==> src/rtl/dump_sequencer.sv <==
// Walks section_mask lowest bit first: one transmit_en per section, an optional gap after each transmit_done, and a timeout while waiting.
// First transmit_en follows an accepted start by 2 edges; start is ignored while busy, and the only backpressure is waiting for transmit_done.
module dump_sequencer #(
  parameter int GAP_CYCLES     = 16,
  parameter int TIMEOUT_CYCLES = 8000000,
  parameter int CNT_W          = 24
) (
  input  logic       clk,
  input  logic       rstn,
  input  logic       start,
  input  logic [4:0] section_mask,
  input  logic       transmit_done,
  output logic [4:0] transmit_sel,
  output logic       transmit_en,
  output logic       busy,
  output logic       cipher_hold,
  output logic       done,
  output logic       timeout_err,
  output logic [2:0] sections_sent
);
  typedef enum logic [2:0] {IDLE, SCAN, ISSUE, WAIT_DONE, GAP, FINISH} state_t;

  localparam logic [CNT_W-1:0] TIMEOUT_LAST = CNT_W'(TIMEOUT_CYCLES - 1);
  localparam logic [CNT_W-1:0] GAP_LAST     = CNT_W'(GAP_CYCLES - 1);

  state_t           state, state_nx;
  logic [4:0]       pending, pending_nx, sel_nx, lowest;
  logic [CNT_W-1:0] cnt, cnt_nx;
  logic             en_nx, busy_nx, done_nx, err_nx;
  logic [2:0]       sent_nx;

  // Two's-complement trick isolates the lowest pending section.
  assign lowest      = pending & (~pending + 5'd1);
  assign cipher_hold = busy;

  always_ff @(posedge clk or negedge rstn) begin
    if (!rstn) begin
      state         <= IDLE;
      pending       <= '0;
      cnt           <= '0;
      transmit_sel  <= '0;
      transmit_en   <= 1'b0;
      busy          <= 1'b0;
      done          <= 1'b0;
      timeout_err   <= 1'b0;
      sections_sent <= '0;
    end else begin
      state         <= state_nx;
      pending       <= pending_nx;
      cnt           <= cnt_nx;
      transmit_sel  <= sel_nx;
      transmit_en   <= en_nx;
      busy          <= busy_nx;
      done          <= done_nx;
      timeout_err   <= err_nx;
      sections_sent <= sent_nx;
    end
  end

  always_comb begin
    state_nx   = state;
    pending_nx = pending;
    cnt_nx     = cnt;
    sel_nx     = transmit_sel;
    en_nx      = 1'b0;
    busy_nx    = busy;
    done_nx    = 1'b0;
    err_nx     = timeout_err;
    sent_nx    = sections_sent;
    case (state)
      IDLE: begin
        sel_nx = '0;
        if (start) begin
          pending_nx = section_mask;
          busy_nx    = 1'b1;
          err_nx     = 1'b0;
          sent_nx    = '0;
          state_nx   = SCAN;
        end
      end
      SCAN: begin
        if (pending != 5'd0) begin
          sel_nx   = lowest;
          en_nx    = 1'b1;
          state_nx = ISSUE;
        end else begin
          sel_nx   = '0;
          state_nx = FINISH;
        end
      end
      ISSUE: begin
        cnt_nx   = '0;
        state_nx = WAIT_DONE;
      end
      WAIT_DONE: begin
        cnt_nx = cnt + 1'b1;
        // A completion arriving on the timeout cycle still counts as success.
        if (transmit_done) begin
          pending_nx = pending & ~transmit_sel;
          sent_nx    = sections_sent + 3'd1;
          sel_nx     = '0;
          cnt_nx     = '0;
          state_nx   = (GAP_CYCLES == 0) ? SCAN : GAP;
        end else if (cnt == TIMEOUT_LAST) begin
          err_nx     = 1'b1;
          pending_nx = '0;
          sel_nx     = '0;
          state_nx   = FINISH;
        end
      end
      GAP: begin
        sel_nx = '0;
        cnt_nx = cnt + 1'b1;
        if (cnt == GAP_LAST) state_nx = SCAN;
      end
      FINISH: begin
        sel_nx   = '0;
        done_nx  = 1'b1;
        busy_nx  = 1'b0;
        state_nx = IDLE;
      end
      default: state_nx = IDLE;
    endcase
  end
endmodule

==> config.mk <==
export PLATFORM = sky130hd
export DESIGN_NAME = dump_sequencer
export DESIGN_NICKNAME = d
export VERILOG_FILES = /design/src/rtl/dump_sequencer.sv
export SDC_FILE = /design/constraint.sdc
export NUM_CORES = 1
export LEC_CHECK = 0
export BUFFER_PORTS_ARGS = -buffer_cell sky130_fd_sc_hd__buf_2
export CAP_MARGIN = 40
export CORE_MARGIN = 2
export CORE_UTILIZATION = 44
export CTS_CLUSTER_DIAMETER = 80
export CTS_CLUSTER_SIZE = 20
export DETAILED_ROUTE_END_ITERATION = 10
export PLACE_DENSITY = 0.64
export SLEW_MARGIN = 10
export SYNTH_ARGS = -nofsm -noshare
export SYNTH_HDL_FRONTEND = slang
export SYNTH_SLANG_ARGS = --single-unit
==> constraint.sdc <==
create_clock -name clk -period 3.4 [get_ports clk]
set_clock_uncertainty 0.15 [all_clocks]
set_input_delay 0.17 -clock clk [delete_from_list [all_inputs] [get_ports clk]]
set_output_delay 0.17 -clock clk [all_outputs]
set_load 0.005 [all_outputs]
==> results of run 1 <==
cells by family after synthesis:
group	after synthesis	synth area share (%)
AO/OA/AOI/OAI	84	22.4
flip-flops	44	44.6
XOR/XNOR	6	2.13
adder cells (fa/ha/maj)	2	1.01
buffers and inverters	24	4.81
multiplexers	1	0.405
AND/OR/NAND/NOR	104	24.7
placed cells by master, fill, tap and decap left out, types with 6 or more instances in the layout:
cell / instances
buf_2: 21
o31ai_1: 11
or4_1: 10
nand2_1: 18
o21a_1: 6
a21oi_1: 25
a22oi_1: 6
nand3_1: 10
o21ai_0: 11
dfrtp_1: 44
nor2_1: 19
dlygate4sd3_1: 6
or3_1: 6
final timing paths:
kind | from | end | slack [ps] | cells after the start
setup / recovery | state[2]$_DFFE_PN0P_ | cnt[17]$_DFFE_PN0P_ | 1070 | 4
hold / removal | transmit_done | sections_sent[1]$_DFFE_PN0P_ | 50 | 3
setup reg to reg | state[2]$_DFFE_PN0P_ | cnt[17]$_DFFE_PN0P_ | 1070 | 4
hold reg to reg | timeout_err$_DFFE_PN0P_ | timeout_err$_DFFE_PN0P_ | 340 | 2
max in group asynchronous | rstn | transmit_sel[4]$_DFFE_PN0P_ | 2460 | 3
min in group asynchronous | rstn | cnt[2]$_DFFE_PN0P_ | 160 | 2
tightest hold or removal path, stage by stage:
cell and delay, ps:
buf_2 170, nand3_1 90, nand2_1 50
routing by layer:
metal / routed length [um] / GRT usage, % / share of wire (%)
met1: 2730 / 28.9 / 50
met2: 2380 / 27.6 / 44
met3: 198 / 3.75 / 3.7
met4: 99 / 7.76 / 1.8
met5: 0 / 0 / 0
registers in the layout, indices dropped and copies added (netlist names):
register,count
busy,1
done,1
sections_sent,3
pending,5
cnt,24
state,3
transmit_sel,5
transmit_en,1
timeout_err,1
power breakdown:
group / internal (mW) / switching (mW) / total (mW)
Clock: 0.218 / 0.177 / 0.395
Combinational: 0.253 / 0.359 / 0.612
Sequential: 0.630 / 0.134 / 0.764
Total: 1.10 / 0.670 / 1.77
layout make-up:
type,instances,share of cell area [%]
sequential,44,39.6
tap,72,3.24
clock inverter,2,1.26
inverter,4,0.540
clock buffer,6,2.61
timing repair buffer,32,7.74
multi-input combinational,197,45.0
through the flow:
stage | area, um^2 | power, mW
after floorplan | 2470 | 1.21
after global placement | 2590 | 1.37
after detailed placement | 2610 | 1.38
after CTS | 2780 | 1.79
after global routing | 2780 | 1.92
final | 2780 | 1.77
==> run summary, run 1 <==
worst hold path class = input pin to flip-flop
Post-DP HPWL = 3690 um
critical-path cell list = nor3b_2, o211ai_1, or4_1, a21oi_1
part of the Yosys area used for sequential elements = 44.6%
Crit path required time = 3470 ps
Pre-antenna DRT Iters = 4
clk_lat worst skew = 300 ps
final worst setup slack = 1070 ps
Post-CTS Setup Bufs = 0
# DRC = 0
post-CTS sizing = 0
CP Class = flip-flop to flip-flop
diode count = 0
setup_tns = 0 ps
nets = 295
number of synthesized flops with an enable pin = 0
Die Y = 78.9 um
Yosys reg bits = 44
GR Overflow Total = 0
root buf cell = clkbuf_8
Routed WL per cell = 15.2 um
largest cells by area after synthesis = dfrtp_1 (45%), a21oi_1 (5.1%), o31ai_1 (3.3%), or4_1 (3.0%), nor2_1 (2.9%)
crit-path max cell delay = 660 ps
Fin. Hold Viols = 0
first-pass GRT wire length = 9460 um
layout cells sized above 1 = 14.0%
gp weighted congestion = 0.790
initial drt markers = 131
Worst-Margin Slew = 943 ps
H-tree levels = 2
Initial Utilization = 45.2%
Post-synth ARST share = 100%
final period utilization = 68.5%
clk buf depth = 2
Syn Area/Cell = 9.32 um^2
Final Core Density = 50.8%
outcome = completed
CP Capture Type = flip-flop
I/O pins = 22
fin. max-slew vios = 0
CP Buf/Inv Count = 0
Sequential Area = 1100 um^2
Layout Cells excl Fill = 357
Die X = 78.9 um
Final min period = 2330 ps
final setup violation count = 0
clock sinks = 44
Slew HR = 36.9%
Leakage = 1.18 nW
CP Max Fanout = 19
Setup crit start kind = flip-flop
Vias = 2,094
synthesized area = 2470 um^2
Distinct cells, synth = 51
Top FF cell, synth = dfrtp_1
Layout area overhead = 12.5%
CTS tree = done
Clk pin slew, worst setup/hold paths = 90 ps
syn_nets = 276
Worst IR Drop VDD = 0.000225 V
row count = 27
vias in the first global route = 1,886
commonest cells in the netlist = dfrtp_1 (44), a21oi_1 (25), nor2_1 (19)
FILL cells = 537
setup slack after placement = 1090 ps
final WL = 5410 um
area of the multi-input gates = 1250 um^2
remaining antenna violation count = 0
die footprint = 6230 um^2
crit path max-delay cell type = dfrtp_1
antenna violations before repair = 0
Synth Instances = 265
crit-path leading delay family = simple AND/OR/NAND/NOR gates
Num CTS Buffers = 5
core area = 5470 um^2
MaxCap Viol Count = 0
Synth top area share = 44.6%
via/cell ratio = 5.87
largest net degree at the start of global routing = 30
# port buffers = 21
Total GRT Usage = 19.4%
Max Clock Freq = 430 MHz
crit path DAT = 2390 ps
area leader, netlist = dfrtp_1
worst hold slack = 51.2 ps
top-count cell post-synth = dfrtp_1
Yosys Warn Count = 0
unrepaired setup endpoints after global routing = no
Power Dens Cells = 637 nW/um^2
Hold-fix buffers, CTS = 6
Cells after DPL = 343
No activity file was read; power rests on OpenSTA's default activity.
==> inputs of run 2 (changes only) <==
--- a/config.mk
+++ b/config.mk
@@ -5,6 +5,7 @@
 export SDC_FILE = /design/constraint.sdc
 export NUM_CORES = 1
 export LEC_CHECK = 0
+export ABC_AREA = 1
 export BUFFER_PORTS_ARGS = -buffer_cell sky130_fd_sc_hd__buf_2
 export CAP_MARGIN = 40
 export CORE_MARGIN = 2
@@ -12,7 +13,7 @@
 export CTS_CLUSTER_DIAMETER = 80
 export CTS_CLUSTER_SIZE = 20
 export DETAILED_ROUTE_END_ITERATION = 10
-export PLACE_DENSITY = 0.64
+export PLACE_DENSITY = 0.66
 export SLEW_MARGIN = 10
 export SYNTH_ARGS = -nofsm -noshare
 export SYNTH_HDL_FRONTEND = slang
==> constraint.sdc (replaced) <==
create_clock -name clk -period 2 [get_ports clk]
set_clock_uncertainty 0.15 [all_clocks]
set_input_delay 0.1 -clock clk [delete_from_list [all_inputs] [get_ports clk]]
set_output_delay 0.1 -clock clk [all_outputs]
set_load 0.005 [all_outputs]
==> run 2 against run 1 <==
  * Non-clock buffer count is 2 higher
  * Count of clock-buffer cells in the layout did not move
  * Global-route usage increased by 2.5 points
  * Die area up 4.3%
  * Sequential power up 56%
  * Final cell count is 34% higher
  * Worst hold slack improved by 52 ps
  * Maximum frequency is 27% higher
  * Sequential share of layout area is 2.5 points lower
  * Clock power is 54% higher
  * Critical path type unchanged
  * Largest cell class unchanged
==> run summary, run 2 <==
part of the Yosys area used for sequential elements = 42.6%
remaining antenna violation count = 0
Setup crit start kind = flip-flop
root buf cell = clkbuf_8
Synth Instances = 366
gp weighted congestion = 0.874
antenna violations before repair = 0
sequential power share = 38.6%
Post-CTS Setup Bufs = 0
syn_nets = 377
commonest cells in the netlist = nand2_1 (91), nor2_1 (55), inv_1 (52)
biggest regs = cnt (24), pending (5), transmit_sel (5)
clk_lat worst skew = 310 ps
FF-to-FF setup slack = 160 ps
crit path to = pending[2]$_DFFE_PN0P_
clock sinks = 44
vias in the first global route = 2,332
Max Clock Freq = 544 MHz
Int Power = 1.78 mW
clk buf depth = 2
Reg2Reg Depth = 8
Top FF cell, synth = dfrtp_1
Final min period = 1840 ps
Slew HR = 56.9%
initial drt markers = 206
row count = 27
most frequent cells in the layout = nand2_1 (91), nor2_1 (54), inv_1 (52)
largest net degree at the start of global routing = 29
Switching Share = 42.2%
Worst-Margin Slew = 647 ps
area leader, netlist = dfrtp_1
Fin. Hold Viols = 0
Syn Area/Cell = 7.06 um^2
via/cell ratio = 5.17
Vias = 2,465
Distinct cells, synth = 26
Layout area overhead = 14.7%
Crit path required time = 2050 ps
part of the power in combinational logic = 41.7%
GR Overflow Total = 0
CP Class = flip-flop to flip-flop
final period utilization = 92.0%
Yosys Warn Count = 0
Final Power = 3.09 mW
Die Y = 80.6 um
max reg flops = 24
Num CTS Buffers = 5
final WL = 6310 um
Leakage = 1.47 nW
layout cells sized above 1 = 13.8%
die footprint = 6500 um^2
I/O pins = 22
reg2reg start = state[2]$_DFFE_PN0P_
synthesized area = 2580 um^2
Top reg by flops = cnt
# port buffers = 21
Power Dens Cells = 1040 nW/um^2
most common cell after layout, fill and taps aside = nand2_1
Die X = 80.6 um
Initial Utilization = 46.4%
# DRC = 0
critical path launch point = state[2]$_DFFE_PN0P_
Synth top area share = 42.6%
Total GRT Usage = 21.9%
core area = 5570 um^2
crit path DAT = 1890 ps
nets = 415
fin. max-slew vios = 0
largest cells by area after synthesis = dfrtp_1 (43%), nand2_1 (13%), nor2_1 (8.0%), inv_1 (7.6%), nand3_1 (6.8%)
MaxCap Viol Count = 0
Pre-antenna DRT Iters = 4
outcome = completed
H-tree levels = 2
worst hold path class = input pin to flip-flop
setup_tns = 0 ps
CP Max Fanout = 8
first-pass GRT wire length = 10,900 um
Yosys reg bits = 44
number of synthesized flops with an enable pin = 0
final setup violation count = 0
Clk pin slew, worst setup/hold paths = 90 ps
CTS tree = done
switching pwr = 1.30 mW
r2r endpoint = pending[2]$_DFFE_PN0P_
Post-synth ARST share = 100%
unrepaired setup endpoints after global routing = no
top-count cell post-synth = nand2_1
CP Capture Type = flip-flop
diode count = 0
Worst IR Drop VDD = 0.000485 V
Routed WL per cell = 13.2 um
Post-DP HPWL = 4780 um
Clk pwr share = 19.8%
-- run 2: power by group through the flow --
stage / sequential (mW) / clock, mW / combinational (mW)
global placement: 1.20 / 0 / 1.25
detailed placement: 1.21 / 0 / 1.28
finish: 1.19 / 0.610 / 1.29
global route: 1.22 / 0.654 / 1.48
floorplan: 1.20 / 0 / 0.949
CTS: 1.19 / 0.618 / 1.29
-- run 2: logic make-up after synthesis --
| family | count (synthesis) | synth area share (%) |
|---|---|---|
| fa+ha+maj | 2 | 0.968 |
| simple gates | 226 | 39.9 |
| compound gates | 35 | 7.02 |
| buf+inv | 59 | 9.49 |
| flops | 44 | 42.6 |
-- run 2: worst min-delay path by stage --
stage	from	to	slack, ps	cells after the start
2_1_floorplan	rstn	busy$_DFFE_PN0P_	-350	0
3_5_place_dp	rstn	cnt[8]$_DFFE_PN0P_	30	1
6_report	transmit_done	sections_sent[0]$_DFFE_PN0P_	100	4
4_1_cts	transmit_done	sections_sent[0]$_DFFE_PN0P_	110	4
5_1_grt	transmit_done	pending[3]$_DFFE_PN0P_	160	5
3_3_place_gp	rstn	cnt[18]$_DFFE_PN0P_	20	1
-- run 2: layout make-up --
type / instances / area [um^2]
Multi-Input combinational cell: 263 / 1240
Inverter: 56 / 215
Fill cell: 549 / 2610
Clock buffer: 6 / 82.6
Tap cell: 72 / 90.1
Clock inverter: 2 / 15.0
Timing Repair Buffer: 34 / 220
Sequential cell: 44 / 1100
-- run 2: timing repair --
action | CTS | global route
resized for setup | 0 | 1
endpoints found under the setup margin | 0 | 3
hold buffers | 7 | 0
hold endpoints to repair | 32 | 0
-- run 2: per-layer routing --
| metal | track usage (%) | vias up | routed length, um |
|---|---|---|---|
| met5 | 0 | - | 0 |
| met4 | 6.95 | 0 | 94 |
| met3 | 4.38 | 8 | 455 |
| met2 | 33.7 | 84 | 2790 |
| met1 | 30.9 | 1118 | 2980 |
| li1 | - | 1255 | - |
-- run 2: worst max-delay path, cell delays in order (launching register included) --
cell and delay [ps]:
dfrtp_1 460, nor2_4 230, nand2_2 170, inv_1 180, nand2_4 100, nand2_1 120
inv_1 130, nand3_1 110, nand2_1 80
-- run 2: per-stage QoR --
stage | instances | setup slack, ps | cell area (um^2) | hold WS (ps) | util [%]
after floorplan | 366 | 396 | 2580 | -346 | -
after global placement | 462 | 179 | 2790 | 21.2 | 50.1
after detailed placement | 462 | 172 | 2790 | 29.4 | 50.1
after CTS | 477 | 161 | 2960 | 110 | 53.1
after global routing | 477 | 1.44 | 2960 | 158 | 53.2
final | 477 | 161 | 2960 | 103 | 53.2
==> inputs of run 3 (changes only) <==
--- a/config.mk
+++ b/config.mk
@@ -8,12 +8,14 @@
 export ABC_AREA = 1
 export BUFFER_PORTS_ARGS = -buffer_cell sky130_fd_sc_hd__buf_2
 export CAP_MARGIN = 40
+export CORE_ASPECT_RATIO = 1.5
 export CORE_MARGIN = 2
 export CORE_UTILIZATION = 44
 export CTS_CLUSTER_DIAMETER = 80
 export CTS_CLUSTER_SIZE = 20
 export DETAILED_ROUTE_END_ITERATION = 10
 export PLACE_DENSITY = 0.66
+export RECOVER_POWER = 25
 export SLEW_MARGIN = 10
 export SYNTH_ARGS = -nofsm -noshare
 export SYNTH_HDL_FRONTEND = slang
==> run 3 against run 2 <==
  * Global-route usage hardly changed
  * Sequential share of layout area increased by 0.11 points
  * Maximum frequency increased by 0.57%
  * Cell area down 0.30%
  * Register-to-register slack about the same
  * Critical endpoint is now cnt[16]$_DFFE_PN0P_
  * Utilization decreased by 1.7 points
  * First-iteration DRC count is 35% lower
  * Non-clock buffer count down 1
  * Total power up 0.16%
==> run summary, run 3 (synthesis gave the netlist of run 2 again) <==
GR Overflow Total = 0
area of the multi-input gates = 1240 um^2
Initial Utilization = 45.0%
final setup violation count = 0
critical path launch point = state[2]$_DFFE_PN0P_
CP Capture Type = flip-flop
largest net degree at the start of global routing = 24
Vias = 2,477
Power Dens Cells = 1050 nW/um^2
Sequential Area = 1100 um^2
Pre-antenna DRT Iters = 5
CTS tree = done
vias in the first global route = 2,359
unrepaired setup endpoints after global routing = no
Top reg by flops = cnt
sequential power share = 38.9%
die footprint = 6510 um^2
clk buf depth = 2
remaining antenna violation count = 0
Routed WL per cell = 13.7 um
Die X = 66.6 um
Worst-Margin Slew = 1240 ps
switching pwr = 1.34 mW
Int Power = 1.76 mW
part of the power in combinational logic = 41.2%
first-pass GRT wire length = 10,800 um
Post-DP HPWL = 5120 um
CP Class = flip-flop to flip-flop
Reg2Reg Depth = 8
layout cells sized above 1 = 13.9%
Slew HR = 17.2%
worst hold start = section_mask[4]
nets = 414
Switching Share = 43.2%
MaxCap Viol Count = 0
final worst setup slack = 171 ps
fin. max-slew vios = 0
H-tree levels = 2
post-CTS sizing = 0
crit path DAT = 1930 ps
# DRC = 0
row count = 34
Clk pwr share = 19.8%
# port buffers = 21
root buf cell = clkbuf_8
Worst IR Drop VDD = 0.000548 V
setup_tns = 0 ps
Post-CTS Setup Bufs = 0
Crit path required time = 2100 ps
CP Max Fanout = 19
Total GRT Usage = 21.9%
diode count = 0
FILL cells = 605
Layout area overhead = 14.4%
reg2reg start = state[2]$_DFFE_PN0P_
clk_lat worst skew = 310 ps
antenna violations before repair = 0
gp weighted congestion = 0.946
most common cell after layout, fill and taps aside = nand2_1
setup slack after placement = 180 ps
final period utilization = 91.4%
Clk pin slew, worst setup/hold paths = 100 ps
max reg flops = 24
clock sinks = 44
outcome = completed
Die Y = 97.9 um
Num CTS Buffers = 5
Leakage = 1.47 nW
final WL = 6510 um
Max Clock Freq = 547 MHz
most frequent cells in the layout = nand2_1 (91), nor2_1 (55), inv_1 (52)
Setup crit start kind = flip-flop
Fin. Hold Viols = 0
core area = 5740 um^2
via/cell ratio = 5.20
biggest regs = cnt (24), pending (5), transmit_sel (5)
initial drt markers = 134
worst hold path class = input pin to flip-flop
Hold Path Depth = 5
I/O pins = 22
Final min period = 1830 ps
## run 3: cell count changes in the layout (fill, tap and decap cells not counted)
cell	before	now
nor2_1	54	55
clkbuf_8	6	5
buf_2	21	20
inv_6	1	3
buf_12	0	1
dlygate4sd3_1	7	4
clkinvlp_4	2	0
clkinv_4	0	1
clkbuf_1	0	1
buf_4	6	7
nor2_2	3	2
## run 3: final timing paths
path                                                 to  slack [ps]
max in group asynchronous        pending[3]$_DFFE_PN0P_         550
min                              pending[4]$_DFFE_PN0P_          30
max                                 cnt[16]$_DFFE_PN0P_         170
min in group asynchronous           cnt[11]$_DFFE_PN0P_         410
min reg2reg                sections_sent[2]$_DFFE_PN0P_         310
max reg2reg                         cnt[16]$_DFFE_PN0P_         170
## run 3: timing repair
action                                  4_1_cts  5_1_grt
hold endpoints to repair                     24        0
endpoints found under the setup margin        0        0
hold buffers                                  4        0
## run 3: cell type report
type	instances	share of cell area (%)
Multi-Input combinational cell	263	41.9
Sequential cell	44	37.3
Timing Repair Buffer	33	7.32
Inverter	56	7.28
Tap cell	72	3.05
Clock buffer	5	2.33
Clock inverter	3	0.889
## run 3: routing by layer
metal / vias to the layer above / share of wire, % / global-route usage (%) / wire length (um)
met5: - / 0 / 0 / 0
met4: 0 / 4.0 / 11.6 / 258
met3: 18 / 3.5 / 3.11 / 228
met2: 63 / 56 / 39.5 / 3630
met1: 1148 / 37 / 23.7 / 2400
li1: 1248 / - / - / -
## run 3: power by group through the flow
stage	logic, mW	registers, mW	clock network (mW)
finish	1.27	1.20	0.613
CTS	1.29	1.20	0.623
detailed placement	1.28	1.22	0
global placement	1.26	1.22	0
floorplan	0.949	1.20	0
global route	1.45	1.23	0.658
## run 3: worst max-delay path, cell delays in order (launching register included)
cell and delay, ps:
dfrtp_1 460, nor2_4 230, nand2_2 160, nor2_2 180, nor2_2 100, nand2_8 140
inv_2 80, o21bai_1 150, nor2_1 100
## run 3: metrics by stage
stage	instances	power [mW]	cell area [um^2]	hold slack, ps	utilization (%)
floorplan	366	2.15	2580	-346	-
global placement	464	2.48	2820	-41.9	49.1
finish	476	3.09	2960	26.2	51.5
CTS	476	3.12	2960	12.0	51.5
global route	476	3.33	2960	46.3	51.5
detailed placement	464	2.50	2820	-35.9	49.1
